==> config.mk <==
export PLATFORM = sky130hd
export DESIGN_NAME = vai_rx_demux
export DESIGN_NICKNAME = d
export VERILOG_FILES = /design/src/rtl/vai_rx_pkg.sv /design/src/rtl/vai_rx_ctl_regs.sv /design/src/rtl/vai_rx_demux.sv
export SDC_FILE = /design/constraint.sdc
export NUM_CORES = 2
export LEC_CHECK = 0
export CORE_AREA = 2 2 706 708
export DETAILED_ROUTE_END_ITERATION = 12
export DIE_AREA = 0 0 708 710
export GPL_ROUTABILITY_DRIVEN = 0
export RECOVER_POWER = 100
export SYNTH_ARGS = -nofsm -noshare
export SYNTH_HDL_FRONTEND = slang
export SYNTH_HIERARCHICAL = 1
export SYNTH_SLANG_ARGS = --single-unit
==> constraint.sdc <==
create_clock -name clk -period 12.65 [get_ports clk]
set_input_delay 2.53 -clock clk [delete_from_list [all_inputs] [get_ports clk]]
set_output_delay 2.53 -clock clk [all_outputs]
set_load 0.05 [all_outputs]
==> src/rtl/vai_rx_pkg.sv <==
// Shared types for the virtualised-AFU Rx demux: a reduced CCI-P Rx
// bundle, control register indices and the per-channel decode record.
package vai_rx_pkg;

    localparam int REG_ENABLE      = 4;
    localparam int REG_DROP_CLR    = 5;
    localparam int REG_OFFSET_BASE = 8;

    typedef struct packed {
        logic [8:0]  tid;
        logic [1:0]  len;
        logic [15:0] addr;
        logic [15:0] mdata;
    } t_c0_hdr;

    typedef struct packed {
        logic [15:0] mdata;
    } t_c1_hdr;

    typedef struct packed {
        t_c0_hdr     hdr;
        logic [63:0] data;
        logic        rspValid;
        logic        mmioRdValid;
        logic        mmioWrValid;
    } t_if_ccip_c0_Rx;

    typedef struct packed {
        t_c1_hdr hdr;
        logic    rspValid;
    } t_if_ccip_c1_Rx;

    typedef struct packed {
        t_if_ccip_c0_Rx c0;
        t_if_ccip_c1_Rx c1;
    } t_if_ccip_Rx;

    typedef struct packed {
        logic [15:0] vmid;
        logic        is_ctl;
        logic        is_drop;
        logic        to_mgr;
    } t_vai_rx_decode;

    function automatic logic [15:0] vmid_extract(
        input logic [15:0] mdata,
        input int          msb,
        input int          width
    );
        logic [15:0] mask;
        mask = (16'd1 << width) - 16'd1;
        return (mdata >> (msb - width + 1)) & mask;
    endfunction

endpackage

==> src/rtl/vai_rx_ctl_regs.sv <==
// Per-VM offset registers, VM enable mask and saturating drop counter,
// written from the decode stage of the Rx demux.
module vai_rx_ctl_regs
    import vai_rx_pkg::*;
#(
    parameter int                      NUM_SUB_AFUS = 8,
    parameter logic [NUM_SUB_AFUS-1:0] ENABLE_RESET = '1
) (
    input  logic                    clk,
    input  logic                    reset_n,
    input  logic                    wr_en_i,
    input  logic [15:0]             wr_idx_i,
    input  logic [63:0]             wr_data_i,
    input  logic [1:0]              drop_inc_i,
    output logic [63:0]             offset_o [NUM_SUB_AFUS],
    output logic [NUM_SUB_AFUS-1:0] enable_o,
    output logic [31:0]             drop_count_o
);

    logic [63:0]             offset_q [NUM_SUB_AFUS];
    logic [63:0]             offset_d [NUM_SUB_AFUS];
    logic [NUM_SUB_AFUS-1:0] enable_q, enable_d;
    logic [31:0]             drop_q, drop_d;
    logic [32:0]             drop_sum;

    always_comb begin
        offset_d = offset_q;
        enable_d = enable_q;
        drop_sum = {1'b0, drop_q} + 33'(drop_inc_i);
        drop_d   = drop_sum[32] ? '1 : drop_sum[31:0];
        // A clear in the same cycle as a drop leaves the counter at zero.
        if (wr_en_i) begin
            if (wr_idx_i == 16'(REG_ENABLE)) begin
                enable_d = wr_data_i[NUM_SUB_AFUS-1:0];
            end
            if (wr_idx_i == 16'(REG_DROP_CLR)) begin
                drop_d = '0;
            end
            for (int i = 0; i < NUM_SUB_AFUS; i++) begin
                if (wr_idx_i == 16'(REG_OFFSET_BASE + i)) begin
                    offset_d[i] = wr_data_i;
                end
            end
        end
    end

    always_ff @(posedge clk or negedge reset_n) begin
        if (!reset_n) begin
            for (int i = 0; i < NUM_SUB_AFUS; i++) begin
                offset_q[i] <= '0;
            end
            enable_q <= ENABLE_RESET;
            drop_q   <= '0;
        end else begin
            offset_q <= offset_d;
            enable_q <= enable_d;
            drop_q   <= drop_d;
        end
    end

    assign offset_o     = offset_q;
    assign enable_o     = enable_q;
    assign drop_count_o = drop_q;

endmodule

==> src/rtl/vai_rx_demux.sv <==
// CCI-P Rx demultiplexer: routes responses by mdata VMID and MMIO by
// address window to sub-AFU ports or the manager port.
module vai_rx_demux
    import vai_rx_pkg::*;
#(
    parameter int                      NUM_SUB_AFUS    = 8,
    parameter int                      VMID_MSB        = 15,
    parameter int                      MMIO_WIN_LOG2   = 6,
    parameter int                      NUM_PIPE_STAGES = 0,
    parameter logic [NUM_SUB_AFUS-1:0] ENABLE_RESET    = '1
) (
    input  logic                    clk,
    input  logic                    reset_n,
    input  t_if_ccip_Rx             up_RxPort,
    output t_if_ccip_Rx             afu_RxPort [NUM_SUB_AFUS],
    output t_if_ccip_Rx             mgr_RxPort,
    output logic [63:0]             offset_array [NUM_SUB_AFUS],
    output logic [NUM_SUB_AFUS-1:0] vm_enable,
    output logic [31:0]             drop_count
);

    localparam int          VMID_WIDTH = $clog2(NUM_SUB_AFUS);
    localparam logic [15:0] VMID_MASK  =
        16'(((1 << VMID_WIDTH) - 1) << (VMID_MSB - VMID_WIDTH + 1));
    localparam logic [15:0] WIN_MASK   = 16'(32'hFFFF << MMIO_WIN_LOG2);

    if (8 + NUM_SUB_AFUS > 2 ** (MMIO_WIN_LOG2 - 1)) begin : g_bad_win
        $error("control window too small for offset registers");
    end

    function automatic logic vm_ok(
        input logic [15:0]             vm,
        input logic [NUM_SUB_AFUS-1:0] en
    );
        return (vm < 16'(NUM_SUB_AFUS)) && en[vm[VMID_WIDTH-1:0]];
    endfunction

    t_if_ccip_Rx    pipe_q [NUM_PIPE_STAGES+1];
    t_if_ccip_Rx    s1, s2_d, s2_q;
    t_vai_rx_decode dec0_d, dec1_d, dec0_q, dec1_q;
    t_if_ccip_Rx    afu_d [NUM_SUB_AFUS];
    t_if_ccip_Rx    afu_q [NUM_SUB_AFUS];
    t_if_ccip_Rx    mgr_d, mgr_q;
    logic [15:0]    win, mmio_vm, reg_idx;
    logic           c0_mmio, ctl_wr, fwd0, fwd1;
    logic [1:0]     drop_inc;

    // The last element of the input pipe is S1.
    always_ff @(posedge clk or negedge reset_n) begin
        if (!reset_n) begin
            for (int k = 0; k <= NUM_PIPE_STAGES; k++) begin
                pipe_q[k] <= '0;
            end
        end else begin
            pipe_q[0] <= up_RxPort;
            for (int k = 1; k <= NUM_PIPE_STAGES; k++) begin
                pipe_q[k] <= pipe_q[k-1];
            end
        end
    end

    assign s1      = pipe_q[NUM_PIPE_STAGES];
    assign win     = s1.c0.hdr.addr >> MMIO_WIN_LOG2;
    assign mmio_vm = win - 16'd1;
    assign reg_idx = (s1.c0.hdr.addr & ~WIN_MASK) >> 1;
    assign c0_mmio = s1.c0.mmioRdValid | s1.c0.mmioWrValid;
    assign ctl_wr  = s1.c0.mmioWrValid && (win == '0);

    always_comb begin
        s2_d   = s1;
        dec0_d = '0;
        dec1_d = '0;
        if (s1.c0.rspValid) begin
            dec0_d.vmid    = vmid_extract(s1.c0.hdr.mdata, VMID_MSB, VMID_WIDTH);
            dec0_d.is_drop = !vm_ok(dec0_d.vmid, vm_enable);
            s2_d.c0.hdr.mdata = s1.c0.hdr.mdata & ~VMID_MASK;
        end else if (c0_mmio) begin
            if (win == '0) begin
                dec0_d.is_ctl = 1'b1;
                dec0_d.to_mgr = 1'b1;
                s2_d.c0.hdr.addr = s1.c0.hdr.addr & ~WIN_MASK;
            end else if (vm_ok(mmio_vm, vm_enable)) begin
                dec0_d.vmid = mmio_vm;
                s2_d.c0.hdr.addr = s1.c0.hdr.addr & ~WIN_MASK;
            end else if (s1.c0.mmioRdValid) begin
                dec0_d.to_mgr = 1'b1;
            end else begin
                dec0_d.is_drop = 1'b1;
            end
        end
        if (s1.c1.rspValid) begin
            dec1_d.vmid    = vmid_extract(s1.c1.hdr.mdata, VMID_MSB, VMID_WIDTH);
            dec1_d.is_drop = !vm_ok(dec1_d.vmid, vm_enable);
            s2_d.c1.hdr.mdata = s1.c1.hdr.mdata & ~VMID_MASK;
        end
    end

    assign drop_inc = {1'b0, dec0_d.is_drop} + {1'b0, dec1_d.is_drop};

    vai_rx_ctl_regs #(
        .NUM_SUB_AFUS (NUM_SUB_AFUS),
        .ENABLE_RESET (ENABLE_RESET)
    ) u_regs (
        .clk          (clk),
        .reset_n      (reset_n),
        .wr_en_i      (ctl_wr),
        .wr_idx_i     (reg_idx),
        .wr_data_i    (s1.c0.data),
        .drop_inc_i   (drop_inc),
        .offset_o     (offset_array),
        .enable_o     (vm_enable),
        .drop_count_o (drop_count)
    );

    always_ff @(posedge clk or negedge reset_n) begin
        if (!reset_n) begin
            s2_q   <= '0;
            dec0_q <= '0;
            dec1_q <= '0;
        end else begin
            s2_q   <= s2_d;
            dec0_q <= dec0_d;
            dec1_q <= dec1_d;
        end
    end

    assign fwd0 = (s2_q.c0.rspValid | s2_q.c0.mmioRdValid | s2_q.c0.mmioWrValid)
                  && !dec0_q.is_drop && !dec0_q.to_mgr && !dec0_q.is_ctl;
    assign fwd1 = s2_q.c1.rspValid
                  && !dec1_q.is_drop && !dec1_q.to_mgr && !dec1_q.is_ctl;

    always_comb begin
        for (int i = 0; i < NUM_SUB_AFUS; i++) begin
            afu_d[i] = '0;
            if (fwd0 && dec0_q.vmid == 16'(i)) afu_d[i].c0 = s2_q.c0;
            if (fwd1 && dec1_q.vmid == 16'(i)) afu_d[i].c1 = s2_q.c1;
        end
        mgr_d = '0;
        if (dec0_q.to_mgr) mgr_d.c0 = s2_q.c0;
    end

    always_ff @(posedge clk or negedge reset_n) begin
        if (!reset_n) begin
            for (int i = 0; i < NUM_SUB_AFUS; i++) begin
                afu_q[i] <= '0;
            end
            mgr_q <= '0;
        end else begin
            afu_q <= afu_d;
            mgr_q <= mgr_d;
        end
    end

    assign afu_RxPort = afu_q;
    assign mgr_RxPort = mgr_q;

endmodule

==> Word-level counts from Yosys, hierarchy flattened <==
Cells that the tools add are included.
Widths: inputs -> output; s select.
{ "totals": {"register_bits": 1968, "inputBits": 129, "output_inout_bits": 1695, "wordCells": 249} }
{ "op_classes": {"add_sub_neg": 3, "magnitude_cmp": 6, "n_eq_ne": 24, "muxes": 47, "n_bitwise": 3, "reduce_logical": 42} }
{ "op_table": {"columns": ["op", "n"], "rows": [
  ["$mux 110", 9],
  ["$mux 16", 9],
  ["$mux 17", 8],
  ["$eq 16x3->1 const B", 8],
  ["$mux 32", 3],
  ["$eq 16x2->1 const B", 4],
  ["$logic_not 16->1", 3],
  ["$eq 5x4->1 const B", 8],
  ["$add 32x2->33", 1],
  ["$eq 16x1->1 const B", 2],
  ["$logic_and 1x1->1", 24],
  ["$lt 3x4->1 const B", 5],
  ["$mux 19", 1],
  ["$reduce_and 2->1", 9],
  ["$lt 16x4->1 const B", 1],
  ["$mux 1", 12],
  ["$sub 10x1->11 const B", 1],
  ["$eq 5x3->1 const B", 2],
  ["$bmux 1 s3", 3],
  ["$logic_not 1->1", 6],
  ["$mux 3", 1],
  ["$or 1x1->1", 3],
  ["$add 1x1->2", 1],
  ["$mux 2", 1]
]} }

==> Longest topological paths before layout <==
{ "logic_depth": {"ltp_word": 13, "mapped_depth": 19, "depth_no_buf": 16} }

==> Modules after synthesis <==
The synthesis kept the hierarchy.
{ "by_module_without_submodules": {"columns": ["mod", "instances", "cells_each", "area_per_inst_um2", "seq_area_each_um2"], "rows": [
  ["vai_rx_demux", 1, 2766, 43414.1, 34983.6],
  ["vai_rx_ctl_regs", 1, 1288, 21232.9, 13823.3]
]} }

==> Worst setup path before layout <==
OpenSTA, ideal clock, no wires.
{ "synth_path": {"path_type": "register -> register", "start": "reg pipe_q[106] (netlist name)", "end": "reg u_regs.drop_q[12], in the netlist u_regs/drop_count_o[12]", "setup_time_ps": 78, "t_arrival_ps": 4171, "required_time_ps": 12572, "slack_ps": 8401, "stages_incl_launch_ff": 20, "n_path_buf": 4, "synth_period_minus_slack_ps": 4249, "path_cell_list": "dfrtp_1 buf_2 inv_1 ha_1 buf_4 mux2i_1 a2111oi_4 a211oi_2 nor4b_1 o21ai_1 ha_1 ha_1 inv_1 fa_1 and4b_1 nand4_1 or3_1 buf_2 buf_6 a21oi_1"} }
{ "synth_rtl": {"columns": ["item", "line_no", "source"], "rows": [
  ["from (decl)", "vai_rx_demux.sv:38", "t_if_ccip_Rx pipe_q [NUM_PIPE_STAGES+1];"],
  ["from (signal, indexed assignment)", "vai_rx_demux.sv:57", "pipe_q[k] <= pipe_q[k-1];"],
  ["to (signal assigned)", "vai_rx_ctl_regs.sv:57", "drop_q <= drop_d;"],
  ["to (decl)", "vai_rx_ctl_regs.sv:23", "logic [31:0] drop_q, drop_d;"]
]} }

==> Worst setup path in the final report <==
{ "layout_path": {"start": "reg pipe_q[106] (netlist name)", "end": "reg u_regs.offset_q (netlist bit u_regs/offset_o[371])"} }
{ "layout_between": {"elab_chain_len": 3} }
{ "layout_rtl": {"columns": ["item", "line_no", "source"], "rows": [
  ["$logic_not 16->1", "vai_rx_demux.sv:67", "assign ctl_wr = s1.c0.mmioWrValid && (win == '0);"],
  ["$logic_and 1x1->1", "vai_rx_demux.sv:67", null],
  ["net ctl_wr", "vai_rx_demux.sv:45", "logic c0_mmio, ctl_wr, fwd0, fwd1;"],
  ["$reduce_and 2->1 (no source line)", null, null],
  ["to (signal assigned)", "vai_rx_ctl_regs.sv:55", "offset_q <= offset_d;"],
  ["to (decl)", "vai_rx_ctl_regs.sv:20", "logic [63:0] offset_q [NUM_SUB_AFUS];"]
]} }
The timed path passes the listed nets, and every way through them passes these cells.
A chain may end at the register's enable or synchronous reset.

==> results.md <==
• **CTS Buffer Depth** 4
• **final period utilization** 67.62%
• **clock slew seen by the registers of the worst setup and hold paths** 0.08 ns
• **maximum capacitance violations** 72
• **number of instances in the synthesized netlist** 4,054
• **Netlist Area Pre-Place** 0.06465 mm²
• **sequential-to-total area share from yosys stat** 75.50%
• **GRT Overall Usage** 11.21%
• **simple-gate portion of the synthesized area** 12.30%
• **Vias per Instance** 3.142
• **share of layout cells above drive strength 1** 14.61%
• **H-tree depth** 4
• **highest clock rate** 0.1169 GHz
• **maximum number of pins on one net before global-route repair** 153
• **met3 demand-to-capacity share in global routing** 3.396%
• **parity-gate share of the synthesized area counting xor and xnor cells** 0.3658%
• **number of warnings printed during yosys synthesis** 6
• **beginning of the worst hold path** pipe_q[85]
• **Slew Viols, Final** 2,464
• **quantity of hold-fixing buffers added after cts** 0
• **leading register cell type out of synthesis** dfrtp_1
• **class of the tightest hold or removal check** reg -> reg
• **end point of the worst hold path** s2_q[85]
• **die extent in x** 708 µm
• **Compound-Gate Fraction of Synth Area** 0.4374%
• **final setup vio count** 0
• **worst r2r path cells** 12
• **Worst-Skew Late Latency** 0.91 ns
• **total vias in the final route** 40,095
• **number of buffers inserted during clock tree synthesis** 217
• **final count of hold timing violations** 0
• **Avg Inst Size Synth** 15.95 µm²
• **Hold Path Stages** 0
• **most frequent cell after synthesis** dfrtp_1
• **Post-CTS Repair Setup Buffers** 0
• **first-pass GRT wire length** 385.4 mm
• **Num Clock Sinks** 1,950
• **Post-synth ARST share** 100.0%
• **worst clock skew** 0.08047 ns
• **worst slew pin tran** 6.664 ns
• **total length of routed wires** 294.8 mm
• **half-perimeter wire length after detailed placement** 221.7 mm
• **P_leak** 0.04851 µW
• **register area** 0.04881 mm²
• **Netlist cell types** 55
• **initial core utilization** 13.05%
• **combined area of the multi-input logic cells** 0.01471 mm²
• **GRT busiest layer** met2
• **failing checks** max-capacitance violations, max-slew violations
• **CP max FO** 31
• **areal power density over the cells** 140.5 mW/mm²
• **# port buffers** 1,806
• **Synth area leader** dfrtp_1
• **overall overflow remaining after global route** 0
• **Worst Setup End Kind** register
• **vertical die dimension** 710 µm
• **average detailed-routed wire length per instance** 23.10 µm
• **number of fill cells in the layout** 53,182
• **Final Util** 19.72%
• **largest cells by area after synthesis** dfrtp_1, and2_1, mux2_2
• **drt initial violations** 2,785
• **CTS root buf** clkbuf_16
• **share of Yosys cell area claimed by the top area cell type** 75.17%
• **number of flops mapped to enable cells by yosys** 0
• **worst hold-check slack** 0.2892 ns
• **Setup TNS** 0 ns
• **multiplexer area fraction after synthesis** 9.387%
• **area of the placeable core** 0.4955 mm²
• **post-route DRC violation count** 0
• **number of nets in the layout** 6,146
• **Register-to-Register Setup Slack** 4.10 ns
• **largest vdd supply drop** 0.1130 mV
• **reg2reg end** u_regs/offset_o[371]
• **startpoint class of the critical path** register
• **unrepaired setup endpoints after global routing** false
• **Arrival @ worst endpoint** 9.29 ns
• **CTS tree** done
• **max-slew headroom at the worst pin** -344.3%
• **number of rows created at floorplan** 259
• **Setup CP Type** reg -> reg
• **GR met1 Demand/Resource** 13.43%
• **Area growth syn-to-layout** 51.12%
• **adder-cell share of the synthesized area** 0.1277%
• **grt met2 use** 19.04%
• **remaining antenna violation count** 0
• **Total Die Area** 0.5027 mm²
• **post-synthesis register bit count** 1,950
• **I/O pin count** 1,824
• **via count of the first global-routing pass** 41,753
• **number of iterations in the first detailed-routing pass** 5
• **number of gates resized after cts** 0
• **status** finished, violations left
• **worst reg2reg startpoint** pipe_q[106]
• **Required @ worst endpoint** 13.39 ns
• **most common library cells after synthesis** dfrtp_1, and2_1, mux2_2, clkbuf_1, buf_6
• **combinational family with the most area after synthesis** simple AND/OR/NAND/NOR gates
• **final critical-path required period** 8.554 ns
• **number of antenna violations at the first check in global routing** 97
## worst max-delay path, stage by stage, from the launching register on
cell	delay (ns)
dfrtp_1	0.47
inv_1	0.13
ha_1	0.15
nor4b_1	0.20
and3_1	0.35
and2_1	0.17
nor4b_1	0.19
and4_1	0.49
nand3b_1	0.27
nor2_1	1.03
clkbuf_1	1.87
clkbuf_1	2.38
mux2_2	0.49
## placed cells by master, fill, tap and decap left out, drive strengths merged, types with 3 or more instances in the layout
master       netlist  final
inv               10     26
xnor2             16     16
and3               4      4
mux4               4      4
dlygate4sd3        0   1805
conb               1     36
nor4              11     11
dfstp              8      8
nand4              9      9
mux2i             10     10
mux2             522    522
nor4b              4      4
nand3b             4      4
nor2              37     37
nand2b             8      8
nand3             12     12
clkbuf           119    398
ha                 5      5
bufinv             0     10
dfrtp           1942   1942
nor2b              9      9
and2            1128   1128
or4                6      6
clkinvlp           0      7
nand2             26     26
a21oi             29     29
xor2              11     11
diode              0     51
buf               81     20
o31ai              3      3
and4               4      4
nor3              11     11
clkinv             0     42
## kinds of logic (layout without fill, tap and decap cells)
family	Yosys count	after routing
flip-flops	1950	1950
other	1	87
AO/OA/AOI/OAI	41	41
adder cells (fa/ha/maj)	6	6
XOR/XNOR	27	27
AND/OR/NAND/NOR	1283	1283
buffers and inverters	210	2308
multiplexers	536	536
## final cells by class
class | count | share of cell area (%)
inverters | 10 | 0.03842
repair buffers | 1903 | 19.03
well taps | 6525 | 8.357
diodes | 51 | 0.1306
multi-input cells | 1929 | 15.05
clock buffers | 320 | 6.540
clock inverters | 75 | 0.8824
flip-flops and latches | 1950 | 49.97
## worst max path at each step
stage,start,to
finish,pipe_q[106],u_regs/offset_o[371]
global route,pipe_q[106],u_regs/offset_o[169]
global placement,pipe_q[106],u_regs/drop_count_o[0]
detailed placement,pipe_q[106],u_regs/drop_count_o[1]
floorplan,pipe_q[106],u_regs/drop_count_o[12]
CTS,pipe_q[106],u_regs/drop_count_o[12]
## sequential cells by signal (all words and copies together), names as in the netlist
signal,count
afu_RxPort,1016
u_regs/offset_o,512
pipe_q,127
s2_q,127
mgr_RxPort,110
u_regs/drop_count_o,32
dec0_q,14
u_regs/enable_o,8
dec1_q,4
## through the flow
stage,cell area (µm²),setup WS [ns],cells,total power [µW]
after global placement,90810,7.160,12317,7437
after global routing,97600,3.421,12728,14230
final,97690,4.096,12763,13720
after floorplan,64780,8.401,4089,6872
after detailed placement,90810,7.178,12317,7438
after CTS,98060,7.162,12712,14000
## routing by layer
metal / wire, µm / part of all wire (%)
met1: 115000 / 39
met2: 143700 / 49
met3: 24800 / 8.4
met4: 11300 / 3.8
met5: 43 / 0.015
## where the power goes
group / total (µW) / internal, µW / leakage (µW) / switching [µW]
Sequential: 6590 / 6330 / 0.0264 / 253
Combinational: 675 / 174 / 0.0185 / 501
Clock: 6460 / 3720 / 0.00357 / 2750
Total: 13700 / 10200 / 0.0485 / 3500
Power figures use the tool's default switching activity.
